==> src/rtl/psum_rx_pkg.sv <==
// Shared widths, defaults and the remote-fetch state encoding for psum_rx.
package psum_rx_pkg;
  localparam int BW_PSUM_DEF = 20;
  localparam int SW          = BW_PSUM_DEF + 4;
  localparam int ROWS_DEF    = 8;

  typedef enum logic [1:0] {R_IDLE, R_POP, R_CAP, R_FULL} rstate_t;
endpackage

==> src/rtl/psum_rx_if.sv <==
// FIFO read side, local core sum port and combined-sum output handshake.
interface psum_rx_if
  import psum_rx_pkg::*;
#(parameter int W = SW) ();
  logic         fifo_empty;
  logic         fifo_rd;
  logic [W-1:0] fifo_data;
  logic         local_vld;
  logic [W-1:0] local_sum;
  logic         local_busy;
  logic         sum_vld;
  logic [W-1:0] sum_out;
  logic         sum_rdy;

  modport slave (
    input  fifo_empty, fifo_data, local_vld, local_sum, sum_rdy,
    output fifo_rd, local_busy, sum_vld, sum_out
  );
  modport master (
    output fifo_empty, fifo_data, local_vld, local_sum, sum_rdy,
    input  fifo_rd, local_busy, sum_vld, sum_out
  );
endinterface

==> src/rtl/psum_sat_add.sv <==
// Signed saturating adder: one guard bit, clamp to the W-bit signed range.
module psum_sat_add
  import psum_rx_pkg::*;
#(parameter int W = SW) (
  input  logic [W-1:0] a,
  input  logic [W-1:0] b,
  output logic [W-1:0] y,
  output logic         ovf
);
  logic [W:0] s;

  assign s   = {a[W-1], a} + {b[W-1], b};
  // guard bit disagreeing with the sign bit means the W-bit result wrapped
  assign ovf = s[W] ^ s[W-1];
  assign y   = !ovf  ? s[W-1:0] :
               s[W]  ? {1'b1, {(W-1){1'b0}}} :
                       {1'b0, {(W-1){1'b1}}};
endmodule

==> src/rtl/psum_rx.sv <==
// Pairs a remote psum (popped from the async FIFO) with the local core sum,
// emits the saturated combined sum and tracks ROWS sums per pass.
module psum_rx
  import psum_rx_pkg::*;
#(
  parameter int BW_PSUM = BW_PSUM_DEF,
  parameter int ROWS    = ROWS_DEF
) (
  input  logic     clk,
  input  logic     reset,
  input  logic     clr,
  psum_rx_if.slave bus,
  output logic     pass_done,
  output logic     ovf,
  output logic     err
);
  localparam int W  = BW_PSUM + 4;
  localparam int CW = (ROWS > 1) ? $clog2(ROWS) : 1;

  logic [1:0]    rsync;
  logic          rst_n;
  rstate_t       state, nxt;
  logic [W-1:0]  rem_q, loc_q, out_q, sat_y;
  logic          loc_full, out_vld, sat_ovf, fire, xfer;
  logic [CW-1:0] cnt;

  // assert asynchronously, release two clocks after reset goes high
  always_ff @(posedge clk or negedge reset)
    if (!reset) rsync <= 2'b00;
    else        rsync <= {rsync[0], 1'b1};
  assign rst_n = rsync[1];

  assign fire = loc_full && (state == R_FULL) && (!out_vld || bus.sum_rdy);
  assign xfer = out_vld && bus.sum_rdy;

  psum_sat_add #(.W(W)) u_sat (.a(loc_q), .b(rem_q), .y(sat_y), .ovf(sat_ovf));

  // remote fetch state register
  always_ff @(posedge clk or negedge rst_n)
    if (!rst_n) state <= R_IDLE;
    else        state <= nxt;

  // remote fetch next state; a pop is one cycle, data lands the cycle after
  always_comb begin
    nxt = state;
    if (clr) nxt = R_IDLE;
    else begin
      case (state)
        R_IDLE:  if (!bus.fifo_empty && !pass_done) nxt = R_POP;
        R_POP:   nxt = R_CAP;
        R_CAP:   nxt = R_FULL;
        R_FULL:  if (fire) nxt = R_IDLE;
        default: nxt = R_IDLE;
      endcase
    end
  end

  assign bus.fifo_rd    = (state == R_POP);
  assign bus.local_busy = loc_full;
  assign bus.sum_vld    = out_vld;
  assign bus.sum_out    = out_q;

  // remote slot capture; a word popped before clr is simply never captured
  always_ff @(posedge clk or negedge rst_n)
    if (!rst_n)                       rem_q <= '0;
    else if (state == R_CAP && !clr)  rem_q <= bus.fifo_data;

  // local slot; a word arriving while occupied is dropped and flagged
  always_ff @(posedge clk or negedge rst_n)
    if (!rst_n) begin
      loc_full <= 1'b0;
      loc_q    <= '0;
      err      <= 1'b0;
    end else if (clr) begin
      loc_full <= 1'b0;
      err      <= 1'b0;
    end else begin
      if (fire) loc_full <= 1'b0;
      else if (bus.local_vld && !loc_full) begin
        loc_full <= 1'b1;
        loc_q    <= bus.local_sum;
      end
      if (bus.local_vld && loc_full) err <= 1'b1;
    end

  // output register: refill in the drain cycle keeps one sum per cycle
  always_ff @(posedge clk or negedge rst_n)
    if (!rst_n) begin
      out_vld <= 1'b0;
      out_q   <= '0;
      ovf     <= 1'b0;
    end else if (clr) begin
      out_vld <= 1'b0;
      out_q   <= '0;
      ovf     <= 1'b0;
    end else if (fire) begin
      out_vld <= 1'b1;
      out_q   <= sat_y;
      if (sat_ovf) ovf <= 1'b1;
    end else if (bus.sum_rdy) begin
      out_vld <= 1'b0;
    end

  // row counter and sticky end-of-pass flag
  always_ff @(posedge clk or negedge rst_n)
    if (!rst_n) begin
      cnt       <= '0;
      pass_done <= 1'b0;
    end else if (clr) begin
      cnt       <= '0;
      pass_done <= 1'b0;
    end else if (xfer) begin
      if (cnt == CW'(ROWS - 1)) begin
        cnt       <= '0;
        pass_done <= 1'b1;
      end else begin
        cnt <= cnt + 1'b1;
      end
    end
endmodule

==> src/flat_wrapper.sv <==
// flat-port wrapper written by rule: the top's interface ports become plain ports
module psum_rx_flat import psum_rx_pkg::*;
#(
  parameter int BW_PSUM = BW_PSUM_DEF,
  parameter int ROWS    = ROWS_DEF
)
  (clk, reset, clr, pass_done, ovf, err, bus_fifo_empty, bus_fifo_data, bus_local_vld, bus_local_sum, bus_sum_rdy, bus_fifo_rd, bus_local_busy, bus_sum_vld, bus_sum_out);
  psum_rx_if bus_i ();
  input  logic clk;
  input  logic reset;
  input  logic clr;
  output logic pass_done;
  output logic ovf;
  output logic err;
  input wire logic [$bits(bus_i.fifo_empty)-1:0] bus_fifo_empty;
  input wire logic [$bits(bus_i.fifo_data)-1:0] bus_fifo_data;
  input wire logic [$bits(bus_i.local_vld)-1:0] bus_local_vld;
  input wire logic [$bits(bus_i.local_sum)-1:0] bus_local_sum;
  input wire logic [$bits(bus_i.sum_rdy)-1:0] bus_sum_rdy;
  output wire logic [$bits(bus_i.fifo_rd)-1:0] bus_fifo_rd;
  output wire logic [$bits(bus_i.local_busy)-1:0] bus_local_busy;
  output wire logic [$bits(bus_i.sum_vld)-1:0] bus_sum_vld;
  output wire logic [$bits(bus_i.sum_out)-1:0] bus_sum_out;
  assign bus_i.fifo_empty = bus_fifo_empty;
  assign bus_i.fifo_data = bus_fifo_data;
  assign bus_i.local_vld = bus_local_vld;
  assign bus_i.local_sum = bus_local_sum;
  assign bus_i.sum_rdy = bus_sum_rdy;
  assign bus_fifo_rd = bus_i.fifo_rd;
  assign bus_local_busy = bus_i.local_busy;
  assign bus_sum_vld = bus_i.sum_vld;
  assign bus_sum_out = bus_i.sum_out;
  psum_rx #(.BW_PSUM(BW_PSUM), .ROWS(ROWS)) u_core (.clk(clk), .reset(reset), .clr(clr), .bus(bus_i), .pass_done(pass_done), .ovf(ovf), .err(err));
endmodule
==> config.mk <==
export PLATFORM = sky130hd
export DESIGN_NAME = psum_rx_flat
export DESIGN_NICKNAME = d
export VERILOG_FILES = /design/src/rtl/psum_rx_pkg.sv /design/src/rtl/psum_rx_if.sv /design/src/rtl/psum_sat_add.sv /design/src/rtl/psum_rx.sv /design/src/flat_wrapper.sv
export SDC_FILE = /design/constraint.sdc
export NUM_CORES = 1
export LEC_CHECK = 0
export BUFFER_PORTS_ARGS = -buffer_cell sky130_fd_sc_hd__buf_4
export CAP_MARGIN = 20
export CORE_MARGIN = 2
export CORE_UTILIZATION = 49
export CTS_CLUSTER_SIZE = 20
export DETAILED_ROUTE_END_ITERATION = 7
export GPL_ROUTABILITY_DRIVEN = 0
export PLACE_DENSITY = 0.79
export SETUP_SLACK_MARGIN = 0.4
export SYNTH_ARGS = -nofsm -noshare
export SYNTH_HDL_FRONTEND = slang
export SYNTH_SLANG_ARGS = --single-unit
export TNS_END_PERCENT = 30
==> constraint.sdc <==
create_clock -name clk -period 2.6 [get_ports clk]
set_clock_uncertainty 0.05 [all_clocks]
set_input_delay 0.26 -clock clk [delete_from_list [all_inputs] [get_ports clk]]
set_output_delay 0.26 -clock clk [all_outputs]
set_load 0.03 [all_outputs]
* Word-level counts from Yosys, hierarchy flattened
Cells that the tools add are included.
** Operators by class
- $add $sub $neg :: 2
- Eq/ne operators :: 6
- Muxes and demuxes :: 25
- Bitwise logic cells :: 3
- Reduce and logical (&&, ||, !) cells :: 25
** Operators with widths (count)
- two-way mux 24 bit :: 4
- adder 24 x 24 -> 25 bit :: 1
- two-way mux 1 bit :: 14
- nonzero test 2 bit :: 5
- two-way mux 3 bit :: 3
- case mux 2 bit (4 select lines) :: 1
- logical AND 1 bit :: 7
- two-way mux 2 bit :: 3
- inequality test 3 x 2 -> 1 bit, second input constant :: 2
- AND reduction 2 bit :: 3
- nonzero test 3 bit :: 2
- logical NOT 1 bit :: 5
- == test 2 bit, second input constant :: 2
- adder 3 x 1 -> 3 bit, second input constant :: 1
- == test 3 bit, second input constant :: 1
- AND reduction 3 bit :: 1
- == test 2 x 1 -> 1 bit, second input constant :: 1
- logical NOT 2 bit :: 1
- inverter 1 bit :: 2
- logical OR 1 bit :: 1
- bitwise XOR 1 bit :: 1
** Storage, ports and cells
- Register bits :: 84
- Input bits :: 54
- Output and inout port bits :: 30
- Logic and storage cells :: 72

* Longest topological paths before layout
Gate-level depths: netlist of the first run.
- Depth after elaboration :: 6
- Mapped depth :: 10

* By module
From an unflattened synthesis of the first run, not the netlist that was laid out.
** Unflattened totals
- Cell total of the unflattened synthesis :: 491
- Area total of the unflattened synthesis :: 5188.7 sq um
** By module, submodules not included
- psum_rx :: times used 1, cells each 209, area an instance 3276.9 sq um
- psum_sat_add :: times used 1, cells each 282, area an instance 1911.8 sq um

* Worst setup path before layout of the first run
No wires, ideal clock.
- Kind :: register -> register
- From :: register u_core.loc_q[0]
- To :: register u_core.out_q[10] (netlist: u_core.bus.sum_out[10])
- Setup time :: 0.150 ns
- Arrival :: 2.391 ns
- Required time :: 2.400 ns
- Path slack :: 0.010 ns
- Stages on the path, launching flop included :: 11
- Buffers on the path :: 1
- Period minus slack after synthesis :: 2.590 ns
- Path through :: dfrtp_1 > ha_1 > fa_1 > a211oi_1 > nor2_1 > o311ai_1 > and4_4 > nor2_1 > a21oi_2 > buf_4 > a211oi_2
** Between the ends
- Longest elaborated chain between the ends :: 5
** RTL lines
- start: declaration :: RTL line psum_rx.sv:23 : logic [W-1:0] rem_q, loc_q, out_q, sat_y;
- start signal: assignment :: RTL line psum_rx.sv:81 : loc_q <= bus.local_sum;
- adder 24 x 24 -> 25 bit (*) :: RTL line psum_sat_add.sv:12 : assign s = {a[W-1], a} + {b[W-1], b};
- two-way mux 24 bit / bitwise XOR 1 bit (equally long branches) :: RTL line psum_sat_add.sv:16, psum_sat_add.sv:14
- two-way mux 24 bit (*) :: RTL line psum_sat_add.sv:15 : assign y = !ovf ? s[W-1:0] :
- two-way mux 24 bit (*) :: RTL line psum_rx.sv:96 : end else if (fire) begin
- two-way mux 24 bit (*) :: RTL line psum_rx.sv:92 : end else if (clr) begin
- end signal: assignment :: RTL line psum_rx.sv:98 : out_q <= sat_y;
- end: declaration :: RTL line psum_rx.sv:23
Every way passes the cells marked *; elsewhere a longest branch is shown, timed or not. The select of a mux whose other input is x is not followed.
A chain may end at the register's enable or synchronous reset.

* Worst setup path after layout of the first run
Ends and elaborated chain as after synthesis.

==> metrics.md, run 1 <==
| Metric | Value |
|---|---|
| Leak pwr | `2.810 nW` |
| Filler instances | `776` |
| Router iterations before antenna repair | `4` |
| Clk_lat worst skew | `approximately 360 ps` |
| FF+latch count, synth | `84` |
| Largest buffer count on any clock path | `2` |
| Ys flop type | `dfrtp_1` |
| Failing checks | `negative setup slack` |
| Worst EP arrival | `around 2800 ps` |
| Via/cell ratio | `~5.6` |
| Multiplexer area fraction after synthesis | `between 10 and 15%` |
| Routed wire length | `between 10 and 15 mm` |
| Adder-cell area share of the yosys netlist | `~8.1%` |
| Min Clock Period, post-route | `2621 ps` |
| Crit-path leading delay family | `compound AO/OA/AOI/OAI gates` |
| Top Ports | `84` |
| Sink Count | `84` |
| FF/Latch Area | `roughly 2100 um^2` |
| Worst hold path class | `in -> reg` |
| Post-synthesis cell type count | `between 60 and 70` |
| Grt total ovfl | `0` |
| Setup slack after layout | `-21.31 ps` |
| Antenna violations before repair | `0` |
| Pwr/cell area | `around 1200 nW/um^2` |
| Die area | `approximately 11000 um^2` |
| CP Capture Type | `register` |
| Compound-cell area share of the yosys netlist | `between 10% and 20%` |
| Final Setup Violations | `18` |
| Post-DP HPWL | `between 8 and 9 mm` |
| CP max FO | `8` |
| Final TNS setup | `-217.7 ps` |
| F_max | `approximately 0.38 GHz` |
| Rows | `36` |
| Core Region | `a little under 10000 um^2` |
| Area Overhead vs Synth | `27.15%` |
| IO buf count | `83` |
| Reg2Reg Setup Slack | `-20 ps` |
| H-tree Lvls | `3` |
| CP Launch Type | `register` |
| Final Hold Viols | `0` |
| Area share of and/or/nand/nor cells after synthesis | `12.68%` |
| Largest family of logic cells by synthesized area | `compound AO/OA/AOI/OAI gates` |
| Syn avg cell area | `between 10 and 15 um^2` |
| Vias in the first global route | `around 4.2k` |
| Number of flops mapped to enable cells by yosys | `0` |
| Critical path's largest stage delay | `roughly 420 ps` |
| Die Wd | `105.2 um` |
| Critical-path cell list | `ha_4, buf_4, a211o_1, a211o_4, nand2_4, and4b_4, o21ai_2, a21oi_2, bufbuf_16, a211oi_2` |
| Die Y | `105.2 um` |
| Antenna viol nets, final | `0` |
| First-pass GRT wire length | `20.33 mm` |
| Via count | `between 4k and 5k` |
| CTS root buf | `clkbuf_8` |
| Syn nets | `~550` |
| Peak supply drop | `approximately 0.54 mV` |
| Largest net degree at the start of global routing | `83` |
| Nets | `about 660` |
| Max Cap Viol | `0` |
| Total GRT Usage | `22.75%` |
| Critical path's slowest cell | `dfrtp_1` |
| Async set-or-reset flop fraction in the synthesized netlist | `between 90% and 100%` |
| Worst Path Required | `between 2000 and 3000 ps` |
| Initial Utilization | `between 50% and 60%` |
| Cts bufs inserted | `9` |
| Clock transition at path regs | `90 ps` |
| WL per Instance | `16.95 um` |
| Post-Syn Area | `roughly 5000 um^2` |
| Share of layout cells above drive strength 1 | `40.90%` |
| Fin. max-slew vios | `0` |
| Kind of critical path | `reg -> reg` |
| DRC | `0` |
| YS warnings | `0` |
| CTS tree | `yes` |
| Initial drt markers | `just over 300` |
| Multi-input logic area | `between 2000 and 3000 um^2` |
| RSZ-0062 raised after global routing | `true` |
| Sequential share of the synthesized area | `between 40% and 50%` |
| Pre-CTS setup slack | `-96.50 ps` |
| Bufs and invs on worst path | `2` |
| Synth Instances | `around 470` |
| Antenna cells | `0` |
| Fin crit share | `100.8%` |
| Outcome | `finished, violations left` |
| Xor-xnor portion of the synthesized cell area | `between 2 and 3%` |
-- worst paths after layout --
check                                  from                      to  cells after the start
setup / recovery            u_core.loc_q[0]  u_core.bus.sum_out[10]                     10
hold / removal             bus_local_sum[2]         u_core.loc_q[2]                      2
setup reg to reg            u_core.loc_q[0]  u_core.bus.sum_out[10]                     10
hold reg to reg             u_core.rsync[1]        u_core.loc_q[13]                      0
max in group asynchronous   u_core.rsync[1]           u_core.cnt[1]                      1
min in group asynchronous             reset         u_core.rsync[1]                      2
-- placed cells by master (no fill, tap or decap), types with 3 or more instances in the layout --
cell type   Yosys  layout
ha_4            0       7
inv_1          14      14
a21o_1          7       7
dfrtp_1        84      83
o21ai_1         0       3
ha_1           31      20
nor2_1         46      44
nand2_1        40      40
o21a_1          3       3
a21oi_1        26      25
a21oi_2         2       3
a211oi_1        6       5
clkinvlp_4      0       4
nor3_1          7       7
mux2_2         48      48
nor2b_1         4       3
xnor2_1        12      12
a211o_1         5       4
o211ai_1        6       6
xor2_1          3       3
o21ai_0        16      13
and2_1          4       4
a211oi_2       19      20
nand4_1         3       3
ha_2            0       4
nand3b_1        3       3
nand3_1        10      10
clkbuf_8        0       9
buf_4           2     108
-- power by group --
group          total (mW)  switching [mW]  internal [mW]
Sequential           1.87           0.248           1.62
Clock                1.01           0.474          0.535
Combinational        4.86            2.72           2.14
Total                7.74            3.44           4.29
-- metrics by stage --
stage	util, %	cells	total power [mW]	instance area (um^2)	hold slack, ps
final	64.62	710	7.739	6375	73.34
after global routing	64.62	710	8.279	6375	64.83
after CTS	63.29	706	7.494	6243	57.88
after floorplan	-	467	5.165	5031	-85.59
after global placement	59.80	686	6.135	5899	-7.271
after detailed placement	59.80	686	6.305	5899	-5.695
-- layer usage --
layer	vias to the layer above	global-route usage, %	wire length, um
li1	1917	-	-
met1	1928	29.97	5236
met2	137	37.57	5877
met3	24	4.180	643
met4	0	8.000	280
met5	-	0	0
-- sequential cells by signal, summed over array words and instances, names as in the netlist --
name / cells
u_core.bus.sum_vld: 1
u_core.bus.local_busy: 1
u_core.rem_q: 24
u_core.state: 2
u_core.pass_done: 1
u_core.err: 1
u_core.loc_q: 24
u_core.cnt: 3
u_core.rsync: 2
u_core.bus.sum_out: 24
u_core.ovf: 1
-- cell families after synthesis --
group	Yosys count
mux	50
flops	84
xor+xnor	15
simple gates	132
other cells	1
buf+inv	33
compound gates	120
fa+ha+maj	32
-- final cells by class --
cell class	instances	share of cell area, %
multi-input cells	350	45.55
flip-flops and latches	84	33.03
repair buffers	114	14.62
well taps	133	2.610
clock buffers	9	1.943
clock inverters	6	1.413
inverters	14	0.8243
-- Yosys cell counts, types with 6 or more instances --
master	instances	area, um^2
clkbuf_1	11	41.29
o21ai_0	16	80.08
ha_1	31	387.9
xnor2_1	12	105.1
nand3_1	10	50.05
a211oi_1	6	45.04
o211ai_1	6	45.04
inv_1	14	52.55
a21oi_1	26	130.1
a211oi_2	19	237.7
dfrtp_1	84	2102
mux2_2	48	540.5
nor2_1	46	172.7
nand2_1	40	150.1
nor3_1	7	35.03
a21o_1	7	52.55
-- repair_timing --
item                                    CTS  global route
endpoints found under the setup margin   25            25
gates resized for setup                  14            15
hold buffers                              1             0
hold endpoints to repair                  2             0
pin swaps                                 2             6
gates cloned                              1             0
buffers inserted                          3             3
No activity file was read; power rests on OpenSTA's default activity.
==> inputs of run 2 (changes only) <==
--- a/config.mk
+++ b/config.mk
@@ -8,11 +8,11 @@
 export BUFFER_PORTS_ARGS = -buffer_cell sky130_fd_sc_hd__buf_4
 export CAP_MARGIN = 20
 export CORE_MARGIN = 2
-export CORE_UTILIZATION = 49
-export CTS_CLUSTER_SIZE = 20
+export CORE_UTILIZATION = 44
+export CTS_CLUSTER_SIZE = 28
 export DETAILED_ROUTE_END_ITERATION = 7
 export GPL_ROUTABILITY_DRIVEN = 0
-export PLACE_DENSITY = 0.79
+export PLACE_DENSITY = 0.72
 export SETUP_SLACK_MARGIN = 0.4
 export SYNTH_ARGS = -nofsm -noshare
 export SYNTH_HDL_FRONTEND = slang
==> metrics.md, run 2 (synthesis results as in run 1) <==
| Metric | Value |
|---|---|
| Outcome | `finished, violations left` |
| Failing checks | `negative setup slack` |
| Worst slew pin tran | `551.7 ps` |
| Worst Setup SP | `u_core.loc_q[1]` |
| Filler instances | `884 (+14%)` |
| H-tree Lvls | `3 (unchanged)` |
| Share of layout cells above drive strength 1 | `43.88% (+3.0 points)` |
| Top Ports | `84 (unchanged)` |
| Via/cell ratio | `5.655 (+0.23%)` |
| Worst EP arrival | `2800 ps (about the same)` |
| Most frequent cells in the layout | `buf_4 (110), dfrtp_1 (83), mux2_2 (48), nor2_1 (44), nand2_1 (38)` |
| Commonest non-fill, non-tap cell in the layout | `buf_4` |
| R2r startpoint | `u_core.loc_q[1]` |
| Initial Utilization | `45.65% (-5.2 points)` |
| Post-DP HPWL | `9.040 mm (+2.7%)` |
| Initial drt markers | `235 (-23%)` |
| Antenna cells | `0 (unchanged)` |
| Total GRT Usage | `20.70% (-2.1 points)` |
| Total power | `8.574 mW (+11%)` |
| Worst Path Required | `2790 ps (about the same)` |
| Setup slack after layout | `-6.160 ps (+15.15 ps)` |
| Nets | `669 (+1.5%)` |
| Kind of critical path | `reg -> reg` |
| Pwr/cell area | `1279 nW/um^2 (+5.4%)` |
| Antenna viol nets, final | `0 (unchanged)` |
| GR Util met1 | `26.94% (-3.0 points)` |
| Top Usage Layer GRT | `met2` |
| Core Region | `10980 um^2 (+11%)` |
| First-pass GRT wire length | `20.83 mm (+2.4%)` |
| Largest buffer count on any clock path | `2 (unchanged)` |
| Vias in the first global route | `4216 (+0.29%)` |
| Peak supply drop | `0.4715 mV (-13%)` |
| Worst hold path class | `in -> reg` |
| Final Hold Viols | `0 (unchanged)` |
| GR Util met3 | `3.609% (-0.57 points)` |
| Fin. max-slew vios | `0 (unchanged)` |
| WL per Instance | `17.28 um (+1.9%)` |
| Fin crit share | `100.2% (-0.58 points)` |
| Global-route track usage on met2 | `35.05% (-2.5 points)` |
| DRC | `0 (unchanged)` |
| Final core occ | `61.03% (-3.6 points)` |
| Via count | `4117 (+2.8%)` |
| Final Cell Area | `6703 um^2 (+5.1%)` |
| Max Cap Viol | `0 (unchanged)` |
| Rows | `38 (+5.6%)` |
| Leak pwr | `2.935 nW (+4.5%)` |
| FF/Latch Area | `2106 um^2 (unchanged)` |
| Multi-input logic area | `2977 um^2 (+2.5%)` |
| Critical path's slowest cell | `dfrtp_1` |
| Sink Count | `84 (unchanged)` |
| IO buf count | `83 (unchanged)` |
| Die area | `12260 um^2 (+11%)` |
| Crit-path leading delay family | `compound AO/OA/AOI/OAI gates` |
| Hold_sp | `bus_local_vld` |
| Largest net degree at the start of global routing | `47 (-43%)` |
| CP Launch Type | `register` |
| Die Wd | `110.7 um (+5.3%)` |
| CTS root buf | `clkbuf_16` |
| Area Overhead vs Synth | `33.69%` |
| Routed wire length | `12.58 mm (+4.5%)` |
| F_max | `0.3837 GHz (+0.58%)` |
| Bufs and invs on worst path | `1 (-1)` |
| Final Setup Violations | `4 (-14)` |
| Clk_lat worst skew | `340 ps (-20 ps)` |
| Clock transition at path regs | `60 ps (-30 ps)` |
| CP Capture Type | `register` |
| Router iterations before antenna repair | `4 (unchanged)` |
| RSZ-0062 raised after global routing | `true` |
| Min Clock Period, post-route | `2606 ps (-15.15 ps)` |
| Grt total ovfl | `0 (unchanged)` |
| Pre-CTS setup slack | `-94.91 ps (+1.589 ps)` |
| Antenna violations before repair | `0 (unchanged)` |
| Critical-path cell list | `ha_1, a211o_1, a211o_4, nand2_4, and4b_4, o221ai_4, buf_4, a311oi_2` |
| Die Y | `110.7 um (+5.3%)` |
| CTS tree | `yes` |
| Critical path's largest stage delay | `410 ps (about the same)` |
| CP max FO | `6 (-2)` |
| Placed Area | `5958 um^2 (+1.0%)` |
| Slew HR | `63.14%` |
| Cts bufs inserted | `9 (unchanged)` |
run 2: changes by cell type in the layout (fill, tap and decap cells not counted), sizes merged:
cell / previous run / this run
bufbuf: 1 / 0
clkinv: 0 / 1
buf: 112 / 122
clkbuf: 9 / 12
clkinvlp: 4 / 2
run 2: through the flow:
step | hold slack [ps] | std cells | TNS, ps
after detailed placement | -6.579 | 698 | -927.9
after floorplan | -85.59 | 467 | 0
after global routing | 93.78 | 728 | -2039
after global placement | -4.622 | 698 | -4.276
after CTS | 91.31 | 725 | 0
final | 95.04 | 728 | -22.47
run 2: worst register-to-register path, stage by stage (launching register included):
cell,delay (ps)
dfrtp_1,410
ha_1,320
a211o_1,310
a211o_4,390
nand2_4,80
and4b_4,280
o221ai_4,190
buf_4,200
a311oi_2,270
run 2: layout make-up:
class | count | share of cell area (%)
multi-input combinational | 350 | 44.41
clock buffer | 11 | 3.771
sequential | 84 | 31.42
clock inverter | 5 | 1.251
tap | 140 | 2.613
inverter | 14 | 0.7840
timing repair buffer | 124 | 15.76
run 2: final timing paths:
kind                                    endpoint  slack (ps)  cells past startpoint
min                        u_core.bus.local_busy         100                      2
max reg2reg                           u_core.ovf          -6                      8
max                                   u_core.ovf          -6                      8
min reg2reg                     u_core.rem_q[18]         240                      0
min in group asynchronous        u_core.rsync[1]         190                      2
max in group asynchronous  u_core.bus.sum_out[0]        1650                      1
run 2: per-layer routing:
metal | routed length, um | up-vias
li1 | - | 1945
met1 | 5587 | 2026
met2 | 6228 | 128
met3 | 553 | 18
met4 | 209 | 0
met5 | 0 | -
run 2: power breakdown:
part           switching (mW)  internal (mW)  leakage (nW)
logic                    2.86           2.41          1.71
registers               0.264           1.62          1.06
clock network           0.529          0.895         0.158
run 2: timing repair:
item	4_1_cts	5_1_grt
pin swaps	5	4
endpoints found under the setup margin	25	25
hold buffers	1	0
buffers inserted	8	2
gates resized for setup	33	17
cloned	2	1
hold endpoints to repair	2	0
==> inputs of run 3 (changes only) <==
--- a/config.mk
+++ b/config.mk
@@ -7,7 +7,7 @@
 export LEC_CHECK = 0
 export BUFFER_PORTS_ARGS = -buffer_cell sky130_fd_sc_hd__buf_4
 export CAP_MARGIN = 20
-export CORE_MARGIN = 2
+export CORE_ASPECT_RATIO = 1.75
 export CORE_UTILIZATION = 44
 export CTS_CLUSTER_SIZE = 28
 export DETAILED_ROUTE_END_ITERATION = 7
==> metrics.md, run 3 (synthesis results as in run 1) <==
| Metric | Value |
|---|---|
| Critical path's largest stage delay | `380 ps (-30 ps)` |
| Top Ports | `84 (unchanged)` |
| Cells after DPL | `696 (-0.29%)` |
| Routed wire length | `12.13 mm (-3.6%)` |
| Clk_lat worst skew | `340 ps (about the same)` |
| Rows | `51 (+34%)` |
| Final Setup Violations | `21 (+17)` |
| Die area | `11840 um^2 (-3.4%)` |
| Cts bufs inserted | `9 (unchanged)` |
| Share of layout cells above drive strength 1 | `42.28% (-1.6 points)` |
| H-tree Lvls | `3 (unchanged)` |
| Slew HR | `66.23% (+3.1 points)` |
| Antenna viol nets, final | `0 (unchanged)` |
| Setup slack after layout | `-49.62 ps (-43.46 ps)` |
| Fin. max-slew vios | `0 (unchanged)` |
| R2r startpoint | `u_core.loc_q[0]` |
| Final Cell Area | `6649 um^2 (-0.80%)` |
| IO buf count | `83 (unchanged)` |
| Worst hold path class | `in -> reg` |
| Final non-filler cell total | `721 (-0.96%)` |
| Hold_sp | `bus_local_vld` |
| Placed Area | `5981 um^2 (+0.38%)` |
| Worst EP arrival | `2800 ps (about the same)` |
| Bufs and invs on worst path | `1 (unchanged)` |
| Kind of critical path | `reg -> reg` |
| Failing checks | `negative setup slack` |
| Initial drt markers | `214 (-8.9%)` |
| Antenna cells | `0 (unchanged)` |
| Worst Path Required | `2750 ps (-40 ps)` |
| Post-DP HPWL | `8.891 mm (-1.6%)` |
| CTS tree | `yes` |
| Via/cell ratio | `5.598 (-1.0%)` |
| Commonest non-fill, non-tap cell in the layout | `buf_4` |
| Initial Utilization | `45.15% (-0.49 points)` |
| First-pass GRT wire length | `19.67 mm (-5.6%)` |
| Die Y | `143.2 um (+29%)` |
| CP Launch Type | `register` |
| Critical path's slowest cell | `dfrtp_1` |
| DRC | `0 (unchanged)` |
| Final core occ | `59.88% (-1.1 points)` |
| RSZ-0062 raised after global routing | `true` |
| Crit-path leading delay family | `compound AO/OA/AOI/OAI gates` |
| Min Clock Period, post-route | `2650 ps (+43.46 ps)` |
| Final Hold Viols | `0 (unchanged)` |
| Die Wd | `82.69 um (-25%)` |
| CP Capture Type | `register` |
| Outcome | `finished, violations left` |
| Total GRT Usage | `21.99% (+1.3 points)` |
| Sink Count | `84 (unchanged)` |
| Most frequent cells in the layout | `buf_4 (118), dfrtp_1 (82), mux2_2 (48), nor2_1 (44), nand2_1 (40)` |
| Core Region | `11100 um^2 (+1.1%)` |
| Pwr/cell area | `1273 nW/um^2 (-0.51%)` |
| Vias in the first global route | `4170 (-1.1%)` |
| Area Overhead vs Synth | `32.62%` |
| F_max | `0.3774 GHz (-1.6%)` |
| Fin crit share | `101.9% (+1.7 points)` |
| Via count | `4036 (-2.0%)` |
| Max Cap Viol | `0 (unchanged)` |
| Router iterations before antenna repair | `4 (unchanged)` |
| Worst Setup SP | `u_core.loc_q[0]` |
| Peak supply drop | `0.5684 mV (+21%)` |
| Antenna violations before repair | `0 (unchanged)` |
| Critical-path cell list | `ha_2, fa_2, a211oi_2, nor2_2, o311ai_2, and4_4, nor2_2, a21oi_4, clkbuf_16, a211oi_2` |
| Leak pwr | `2.938 nW (+0.10%)` |
| Worst slew pin tran | `506.6 ps (-45.13 ps)` |
| Clock transition at path regs | `60 ps (about the same)` |
| Largest buffer count on any clock path | `2 (unchanged)` |
| Largest net degree at the start of global routing | `83 (+77%)` |
| Grt total ovfl | `0 (unchanged)` |
| CTS root buf | `clkbuf_16` |
| Nets | `671 (+0.30%)` |
| CP max FO | `7 (+1)` |
| WL per Instance | `16.82 um (-2.7%)` |
==> run 3: what timing repair did <==
| action | in CTS | in global routing |
|---|---|---|
| resized for setup | 24 | 4 |
| hold endpoints to repair | 2 | 0 |
| cloned | 0 | 1 |
| setup buffers | 5 | 2 |
| pin swaps | 10 | 9 |
| endpoints found under the setup margin | 25 | 25 |
| hold buffers | 1 | 0 |
==> run 3: layout make-up <==
type	instances	area, um^2
Clock buffer	10	229.0
Clock inverter	5	125.1
Fill cell	940	4454
Inverter	14	52.55
Multi-Input combinational cell	350	2948
Sequential cell	84	2107
Tap cell	132	165.2
Timing Repair Buffer	126	1022
==> run 3: where the power goes <==
| part | internal [mW] | switching (mW) |
|---|---|---|
| clock | 1.03 | 0.496 |
| sequential | 1.62 | 0.261 |
| combinational | 2.36 | 2.69 |
| total | 5.01 | 3.45 |
==> run 3: per-layer routing <==
| layer | up-vias | part of all wire, % | track usage, % |
|---|---|---|---|
| met5 | - | 0 | 0 |
| met4 | 0 | 3.1 | 11.62 |
| met3 | 30 | 3.6 | 3.962 |
| met2 | 115 | 54 | 38.70 |
| met1 | 1955 | 39 | 24.24 |
| li1 | 1936 | - | - |
==> run 3: path summary, 6_finish.rpt <==
path,to,slack (ps),depth (start not counted)
worst max-delay path,u_core.bus.sum_out[0],-50,10
worst min-delay path,u_core.bus.local_busy,90,2
worst max register to register,u_core.bus.sum_out[0],-50,10
worst min register to register,u_core.rem_q[18],220,0
max in group asynchronous,u_core.loc_q[1],1670,1
min in group asynchronous,u_core.rsync[1],190,2
==> run 3: stage by stage <==
step / hold WS [ps] / worst slack (ps) / power [mW] / setup TNS (ps)
floorplan: -85.59 / 193.4 / 5.165 / 0
global placement: -7.952 / 2.807 / 6.315 / 0
detailed placement: -6.274 / -57.84 / 6.432 / -330.7
CTS: 85.35 / 35.19 / 8.374 / 0
global route: 89.35 / -139.3 / 9.027 / -2611
finish: 94.90 / -49.62 / 8.462 / -682.7
